**config.mk**
```make
export PLATFORM = sky130hd
export DESIGN_NAME = pc_sequencer
export DESIGN_NICKNAME = d
export VERILOG_FILES = /design/src/rtl/pc_sequencer.sv
export SDC_FILE = /design/constraint.sdc
export NUM_CORES = 1
export LEC_CHECK = 0
export CORE_MARGIN = 3
export CORE_UTILIZATION = 50
export CTS_CLUSTER_SIZE = 8
export DETAILED_ROUTE_END_ITERATION = 16
export DONT_BUFFER_PORTS = 1
export SYNTH_ARGS = -nofsm -noshare
export SYNTH_HDL_FRONTEND = slang
export SYNTH_SLANG_ARGS = --single-unit
```
**constraint.sdc**
```tcl
create_clock -name clk -period 4.3 [get_ports clk]
set_input_delay 0.645 -clock clk [delete_from_list [all_inputs] [get_ports clk]]
set_output_delay 0.645 -clock clk [all_outputs]
set_load 0.02 [all_outputs]
```
**src/rtl/pc_sequencer.sv**
```systemverilog
// pc_sequencer
// ------------
// Fetch controller between the program counter, the instruction memory port
// and the execute/trap logic. It issues one fetch request per PC value,
// advances the PC by 4 on every completed fetch, and redirects the PC on a
// branch/jump or trap. A redirect that arrives while a fetch is waiting for
// its ack is parked in pend_addr and applied together with that ack. The
// sequencer stops fetching for good once the PC reports halt.
//
// Handshake (imem_req / imem_ack): imem_req is the valid and imem_ack is the
// ready. A transfer completes in a cycle where both are high. Once raised,
// imem_req and imem_addr stay stable until the transfer completes; only an
// asynchronous reset may withdraw a request.
//
// Ports
//   clk          core clock, rising edge
//   rstn         asynchronous active-low reset
//   instr_addr   current PC value
//   pc_halt      halt flag from the program counter
//   stall        back-end stall, blocks issuing the next fetch
//   imem_ack     instruction memory completed the current request
//   br_taken     single-cycle redirect request, target on br_target
//   br_target    redirect target
//   trap         single-cycle trap request, overrides br_taken
//   pc_we        PC write enable
//   pc_imm       PC loads pc_imm_addr (1) or PC+4 (0)
//   pc_imm_addr  PC load value, 0 whenever pc_imm is 0
//   imem_req     fetch request
//   imem_addr    fetch address, instr_addr while imem_req is high, else 0
//   fetch_valid  the acked instruction is architecturally valid
//   halted       sequencer is in HALTED
//   dbg_state    current FSM state (0 IDLE, 1 FETCH, 2 HALTED)
module pc_sequencer #(
    parameter logic [31:0] TRAP_VEC = 32'h0000_0100
) (
    input  logic        clk,
    input  logic        rstn,
    input  logic [31:0] instr_addr,
    input  logic        pc_halt,
    input  logic        stall,
    input  logic        imem_ack,
    input  logic        br_taken,
    input  logic [31:0] br_target,
    input  logic        trap,
    output logic        pc_we,
    output logic        pc_imm,
    output logic [31:0] pc_imm_addr,
    output logic        imem_req,
    output logic [31:0] imem_addr,
    output logic        fetch_valid,
    output logic        halted,
    output logic [1:0]  dbg_state
);

    typedef enum logic [1:0] {
        IDLE   = 2'd0,
        FETCH  = 2'd1,
        HALTED = 2'd2
    } state_t;

    state_t      state;
    logic        pend_v;
    logic [31:0] pend_addr;

    // Redirect requested in this cycle (trap wins over branch).
    logic        now_v;
    logic [31:0] now_addr;
    // Redirect applied at an ack: this cycle's request first, then the parked one.
    logic        sel_v;
    logic [31:0] sel_addr;

    always_comb begin
        now_v    = trap | br_taken;
        now_addr = trap ? TRAP_VEC : br_target;
        sel_v    = now_v | pend_v;
        sel_addr = now_v ? now_addr : pend_addr;
    end

    // Outputs decode from the state and same-cycle inputs so that pc_we
    // coincides with the ack. Gating with rstn keeps every output at 0 for
    // the whole reset interval, including an IDLE redirect.
    always_comb begin
        pc_we       = 1'b0;
        pc_imm      = 1'b0;
        pc_imm_addr = 32'h0;
        imem_req    = 1'b0;
        imem_addr   = 32'h0;
        fetch_valid = 1'b0;
        halted      = 1'b0;
        if (rstn) begin
            case (state)
                IDLE: begin
                    // Nothing in flight, so a redirect is written straight into the PC.
                    if (now_v) begin
                        pc_we       = 1'b1;
                        pc_imm      = 1'b1;
                        pc_imm_addr = now_addr;
                    end
                end
                FETCH: begin
                    imem_req  = 1'b1;
                    imem_addr = instr_addr;
                    if (imem_ack) begin
                        pc_we = 1'b1;
                        if (sel_v) begin
                            // The word just fetched belongs to the old path: drop it.
                            pc_imm      = 1'b1;
                            pc_imm_addr = sel_addr;
                        end else begin
                            fetch_valid = 1'b1;
                        end
                    end
                end
                HALTED: begin
                    halted = 1'b1;
                end
                default: begin
                end
            endcase
        end
    end

    always_ff @(posedge clk or negedge rstn) begin
        if (!rstn) begin
            state     <= IDLE;
            pend_v    <= 1'b0;
            pend_addr <= 32'h0;
        end else begin
            case (state)
                IDLE: begin
                    if (now_v) begin
                        pend_v <= 1'b0;
                    end
                    if (pc_halt) begin
                        state <= HALTED;
                    end else if (!stall) begin
                        state <= FETCH;
                    end
                end
                FETCH: begin
                    if (imem_ack) begin
                        pend_v <= 1'b0;
                        if (pc_halt) begin
                            state <= HALTED;
                        end else if (stall) begin
                            state <= IDLE;
                        end else begin
                            state <= FETCH;
                        end
                    end else if (now_v) begin
                        // Latest redirect wins; it is applied when the ack arrives.
                        pend_v    <= 1'b1;
                        pend_addr <= now_addr;
                    end
                end
                HALTED: begin
                    state <= HALTED;
                end
                default: begin
                    state <= IDLE;
                end
            endcase
        end
    end

    assign dbg_state = state;

endmodule
```
* After elaboration in Yosys (flattened, before gate mapping)
Cells that the tools add are included.
** Cells by class
- Multipliers :: 0
- Muxes and demuxes :: 35
- Add/sub/neg operators :: 0
- Equal/unequal tests :: 6
- Bitwise gates (word level) :: 3
- Reduce and logical (&&, ||, !) cells :: 5
- Divide/modulo/power cells :: 0
- Shift operators :: 0
- Order comparisons :: 0
** Operators by type and width (count)
- two-way mux 32 bit :: 8
- case mux 32 bit (2 select lines) :: 1
- two-way mux 1 bit :: 18
- two-way mux 2 bit :: 4
- != test 3 bit, second input constant :: 2
- case mux 1 bit (2 select lines) :: 3
- case mux 2 bit (3 select lines) :: 1
- != test 2 bit, second input constant :: 2
- AND reduction 2 bit :: 2
- AND reduction 3 bit :: 1
- == test 2 x 1 -> 1 bit, second input constant :: 1
- == test 2 bit, second input constant :: 1
- logical NOT 2 bit :: 1
- OR 1 bit :: 2
- nonzero test 2 bit :: 1
- inverter 1 bit :: 1
** Word-level totals
- Bits in read-only memories :: 0
- Memory bits (writable) :: 0
- Latch bits :: 0
- Word-level logic and storage cells :: 52
- Memories :: 0
- Bits in registers :: 35
- Output and inout port bits :: 71
- Bits of input ports :: 71

* Longest topological paths before layout
Gate-level depths: netlist of run 1.
- Word-level depth :: 6
- Mapped depth :: 5
- Gate-level depth less buffers :: 3

* Worst setup path after synthesis of run 1
No wires, ideal clock.
- Path type :: flip-flop to output port
- Start point :: register state[0] (netlist: dbg_state[0])
- End point :: output pc_imm_addr[31]
- Path buffers :: 1
- Cell stages (with the launch flop) :: 5
- Required time :: 3655 ps
- Path slack :: 1435 ps
- Arrival :: 2220 ps
- Path through :: dfrtp_1 > buf_6 > nor4b_4 > nand2_1 > a2111oi_0
** On the way
- Cells in the longest elaborated chain, start to end :: 3
- Elaborated cells between the ends (all ways) :: 4
- Classes of those cells :: eq/ne: 1; mux: 2; reduce/logical: 1
** Ends and longest elaborated chain
- start: declaration :: RTL line 61 : state_t state;
- start signal: assignment :: RTL line 125 : state <= IDLE;
- start signal: assignment :: RTL line 135 : state <= HALTED;
- start signal: assignment :: RTL line 137 : state <= FETCH;
- == test 2 x 1 -> 1 bit or logical NOT 2 bit (tied branches) :: RTL line 91 : case (state)
- case mux 32 bit (2 select lines) (*) :: RTL line 91
- two-way mux 32 bit (*) :: RTL line 90 : if (rstn) begin
- end: declaration :: RTL line 47 : output logic [31:0] pc_imm_addr,
Every way passes the cells marked *; elsewhere a longest branch is shown, timed or not.

* Final worst setup path of run 1
Same ends and word-level chain as after synthesis.

==> impl_metrics.ini, run 1 <==
[synth]
synth-edff-count = 0
synth_most_common_cell = nor2_1
netlist_area_um2 = 2840
synthTopCellsByArea = dfrtp_1 (31%), a2111oi_2 (14%), mux2_2 (12%)
ys_ff_latch = 35
synth_nets = 354
yosysTopAreaCell = dfrtp_1
yosysSeqAreaShare_pct = 30.8
async_reset_ff_share_pct = 100
yosys_warnings = 0
syn_inst = 283
synth_top_area_share_pct = 30.8
ys.flop_type = dfrtp_1
synthDistinctLibCells = 30
ys_top_cells_by_count = nor2_1 (37), dfrtp_1 (35), nand2_1 (33)
avgSynthCellArea_um2 = 10.0

[drt]
vias = 2088
drt-total-wl_um = 6480
firstDrtPassIters = 6
wl_per_cell_um = 19.4
viasPerCell = 6.23
drt_iter0_markers = 107
drc = 0
antenna_left = 0

[die]
row_count = 26
initial_core_util_pct = 53.6
die_area_um2 = 6620
core_area_um2 = 5300
die_w_um = 81.4
die_h_um = 81.4
ios = 142

[sta]
rsz0062_at_grt = false
whs_ps = 56.7
finalHoldViolations = 0
maxSlewViolCount = 0
setup_viol = 0
max_freq_mhz = 275
maxSlewHeadroom_pct = 24.3
setup_tns_ps = 0
tightestPinTransition_ps = 1130
fin_crit_ps = 3640
clock-skew-final_ps = 4.66
period_share_pct = 84.5

[worst_setup_path]
worst_path_dominant_cell_family = compound AO/OA/AOI/OAI gates
critical_path.most_common_cell = buf_4
reg2reg_from = dbg_state[0]
crit_slowest_cell = dfrtp_1
cp-start-kind = flop
rr_worst_depth = 3
cp_slowest_stage_delay_ps = 650
critPathRequiredTime_ps = 3650
worstPathMaxFanout = 34
critPathKind = flop to output port
cp.arrival_ps = 2990
reg2reg_to = pend_addr[19]
critical_path_buf_inv_count = 2
path_cells = nor2b_4 > o311ai_4 > buf_4 > a2111oi_0 > buf_4
regToRegSetupSlack_ps = 1950
setup.worst_path.end_class = output port

[clocking]
cts_sinks = 35
clockBufferDepth = 2
cts_buffers = 5
clock_latency_ps = 280
clockRootBuffer = clkbuf_8
h-tree-depth = 2
post_cts_buffers = 0
cts.reportedPaths.clkPinSlew_ps = 70
post_cts_resized = 0
cts_hold_buf = 0
cts_tree = yes

[final_layout]
fillers = 479
syn_to_final_growth_pct = 2.64
diodes = 0
drive_above_1_share_pct = 30.6
regArea_um2 = 876
multi_input_area_um2 = 1820
final_nets = 336

[pwr]
power.switching_w = 0.000140
seq_power_share_pct = 55.9
max-vdd-ir-drop_mv = 0.152
leakage_nw = 1.24
internal_power_w = 0.000491
power_frac_comb_pct = 7.3
switching_share_pct = 22.1
power_density_nw_per_um2 = 216
pwr-share-clk_pct = 36.8

[run_status]
status = complete, no violations

[flow_run]
cap_violations = 0

[placement]
dp_hpwl_um = 4500
numPortBuffers = 0
place.gp.congestion = 0.702

[worst_hold_path]
hold_class = input pin to asynchronous set/reset pin

[grt]
grt_antenna_before_repair = 0
grt_overflow_total = 0
grt_pass1_wl_um = 9530
grt_start_max_net_pins = 71
grtUsageTotal_pct = 18.5
grt_pass1_vias = 1878
[per-stage QoR]
| step | setup slack, ps | instance area (µm²) | power [W] | utilization (%) | instances |
|---|---|---|---|---|---|
| floorplan | 1430 | 2840 | 0.000415 | - | 283 |
| global placement | 1020 | 2830 | 0.000404 | 53.3 | 328 |
| detailed placement | 953 | 2830 | 0.000405 | 53.3 | 328 |
| CTS | 629 | 2920 | 0.000640 | 55.0 | 335 |
| global route | 405 | 2920 | 0.000660 | 55.0 | 335 |
| finish | 664 | 2920 | 0.000631 | 55.0 | 335 |
[layer usage]
metal | track usage, % | vias up | routed length [µm]
met5 | 0 | - | 0
met4 | 4.05 | 0 | 39
met3 | 3.66 | 4 | 384
met2 | 30.7 | 79 | 3220
met1 | 24.8 | 995 | 2840
li1 | - | 1010 | -
[cells by family (layout without fill, tap and decap cells)]
| group | count (synthesis) | after routing | synth area share, % |
|---|---|---|---|
| AND/OR/NAND/NOR | 115 | 115 | 20.4 |
| flip-flops | 35 | 35 | 30.8 |
| AO/OA/AOI/OAI | 39 | 39 | 19.4 |
| buffers and inverters | 32 | 14 | 6.17 |
| multiplexers | 62 | 62 | 23.2 |
[placed cells by master, fill, tap and decap left out, drive strengths merged]
cell type	count
a31oi	1
or2	2
nor2b	2
and3	32
nor3	2
nand2	33
nor4b	1
o311ai	1
buf	6
nand4b	1
clkinv	1
o22a	1
inv	1
a2111oi	31
mux2i	31
nor2	37
a21oi	4
and2	1
clkbuf	6
and4b	1
nor3b	1
mux2	31
o32a	1
nand2b	2
dfrtp	35
[worst reg2reg max path: cells and delay by family, from the launching register on]
| kind | cells | cell delay (ps) |
|---|---|---|
| multiplexers | 1 | 380 |
| AND/OR/NAND/NOR | 1 | 820 |
| flip-flops | 1 | 650 |
| buffers and inverters | 1 | 390 |
[flip-flops by register name, summed over array words and instances, names as in the netlist]
register / flops
pend_v: 1
dbg_state: 2
pend_addr: 32
[worst max-delay path by stage]
stage / slack, ps / endpoint / startpoint / depth (start not counted)
finish: 660 / pc_imm_addr[31] / dbg_state[0] / 5
global route: 400 / pc_imm_addr[25] / dbg_state[0] / 4
CTS: 630 / pc_imm_addr[29] / dbg_state[0] / 4
detailed placement: 950 / pc_imm_addr[29] / dbg_state[0] / 4
global placement: 1020 / pc_imm_addr[25] / dbg_state[0] / 4
floorplan: 1430 / pc_imm_addr[31] / dbg_state[0] / 4
[final cells by class]
class                           count  area share [%]
Timing Repair Buffer                6            1.55
Sequential cell                    35            30.0
Tap cell                           70            3.00
Clock buffer                        6            2.83
Inverter                            1           0.129
Multi-Input combinational cell    216            62.3
Clock inverter                      1           0.172
[power by group through the flow]
stage / registers (W) / logic (W) / clock network (W)
after floorplan: 0.000352 / 0.0000627 / 0
after global placement: 0.000358 / 0.0000458 / 0
after detailed placement: 0.000359 / 0.0000467 / 0
after CTS: 0.000352 / 0.0000468 / 0.000241
after global routing: 0.000355 / 0.0000518 / 0.000253
final: 0.000353 / 0.0000463 / 0.000232
Note: power is estimated with default switching activity, not from simulation.
==> inputs of run 2 (changes only) <==
- PLACE_DENSITY: unset -> 0.68
- clock period: 4.3 -> 3.1 ns (I/O delays scaled with it)
==> run 2 against run 1 <==
Clock-buffer cell count grew 1; highest routed layer unchanged; clock power grew 61%; via count up 7.7%; critical endpoint is now pc_imm_addr[24].
==> impl_metrics.ini, run 2 (synthesis gave the netlist of run 1 again) <==
[placement]
dp.cells = 360
numPortBuffers = 0
place.gp.congestion = 0.720
dp_hpwl_um = 4920

[clocking]
clock_latency_ps = 290
cts_tree = yes
clockBufferDepth = 2
post_cts_buffers = 0
cts_buffers = 5
clockRootBuffer = clkbuf_8
h-tree-depth = 2
cts_hold_buf = 2
post_cts_resized = 0
cts_sinks = 35
cts.reportedPaths.clkPinSlew_ps = 70

[final_layout]
fin_cells = 370
diodes = 0
fillers = 458
multi_input_area_um2 = 1820
largest_reg_flops = 32
drive_above_1_share_pct = 38.3
syn_to_final_growth_pct = 12.7
final_common_cell = buf_4
layout_common_cells = buf_4 (38), nor2_1 (37), dfrtp_1 (35), nand2_1 (33), and3_1 (32)
final_nets = 370
top_register = pend_addr
regArea_um2 = 876

[sta]
max_freq_mhz = 363
clock-skew-final_ps = 6.51
rsz0062_at_grt = false
maxSlewViolCount = 0
setup_tns_ps = 0
maxSlewHeadroom_pct = 25.6
fin_crit_ps = 2750
tightestPinTransition_ps = 1110
setup_viol = 0
finalHoldViolations = 0
period_share_pct = 88.8

[worst_setup_path]
cp.arrival_ps = 2290
setup.worst_path.end_class = output port
critPathRequiredTime_ps = 2630
critPathKind = flop to output port
cp-start-kind = flop
worstPathMaxFanout = 17

[pwr]
power_density_nw_per_um2 = 293
max-vdd-ir-drop_mv = 0.255
leakage_nw = 1.42

[die]
ios = 142
die_w_um = 81.4
initial_core_util_pct = 53.6
die_h_um = 81.4
core_area_um2 = 5300
row_count = 26
die_area_um2 = 6620

[drt]
antenna_left = 0
viasPerCell = 6.08
vias = 2248
drt_iter0_markers = 123
wl_per_cell_um = 19.0
drt-total-wl_um = 7020
drc = 0
firstDrtPassIters = 4

[run_status]
status = complete, no violations

[grt]
grt_pass1_wl_um = 11000
grt_pass1_vias = 2179
grt_start_max_net_pins = 69
grt_overflow_total = 0
grt_antenna_before_repair = 0
grtUsageTotal_pct = 22.0

[flow_run]
cap_violations = 0

[worst_hold_path]
hold_class = input pin to flop
-- run 2: layout make-up --
type	instances	area share (%)
well taps	70	2.74
inverters	1	0.117
multi-input cells	216	56.7
repair buffers	40	9.85
clock inverters	1	0.234
flip-flops and latches	35	27.4
clock buffers	7	3.01
-- run 2: final timing paths --
path                          startpoint         endpoint  slack (ps)  cells after the start
max in group asynchronous           rstn     pend_addr[8]        2290                      2
hold reg to reg            pend_addr[27]    pend_addr[27]         510                      1
setup / recovery                  pend_v  pc_imm_addr[24]         350                      4
hold / removal                      trap     pend_addr[8]         310                      1
min in group asynchronous           rstn    pend_addr[17]         610                      2
setup reg to reg            dbg_state[1]    pend_addr[28]        1300                      4
-- run 2: power by group --
| group | switching, W | total [W] | internal (W) | leakage, nW |
|---|---|---|---|---|
| logic | 0.0000372 | 0.0000768 | 0.0000396 | 0.894 |
| registers | 0.0000156 | 0.000486 | 0.000471 | 0.480 |
| clock network | 0.000172 | 0.000374 | 0.000202 | 0.0505 |
-- run 2: metal layers --
layer  global-route usage, %  share of wire (%)
met1                    24.9                 39
met2                    39.3                 52
met3                    6.32                8.2
met4                    7.09                1.1
met5                       0                  0
-- run 2: per-stage QoR --
step           cell area [µm²]  setup WS, ps  hold WS, ps  utilization (%)  power [W]
2_1_floorplan             2840           415          169                -   0.000576
3_3_place_gp              3070           576          171             57.9   0.000556
3_5_place_dp              3070           568          171             57.9   0.000560
4_1_cts                   3200           317          296             60.4   0.000954
5_1_grt                   3200           191          299             60.4   0.000982
6_report                  3200           347          307             60.4   0.000938
-- run 2: critical path, stage by stage (launching register included) --
cell and delay (ps):
dfrtp_1 440, o311ai_4 920, buf_4 360, a2111oi_2 100, buf_4 180
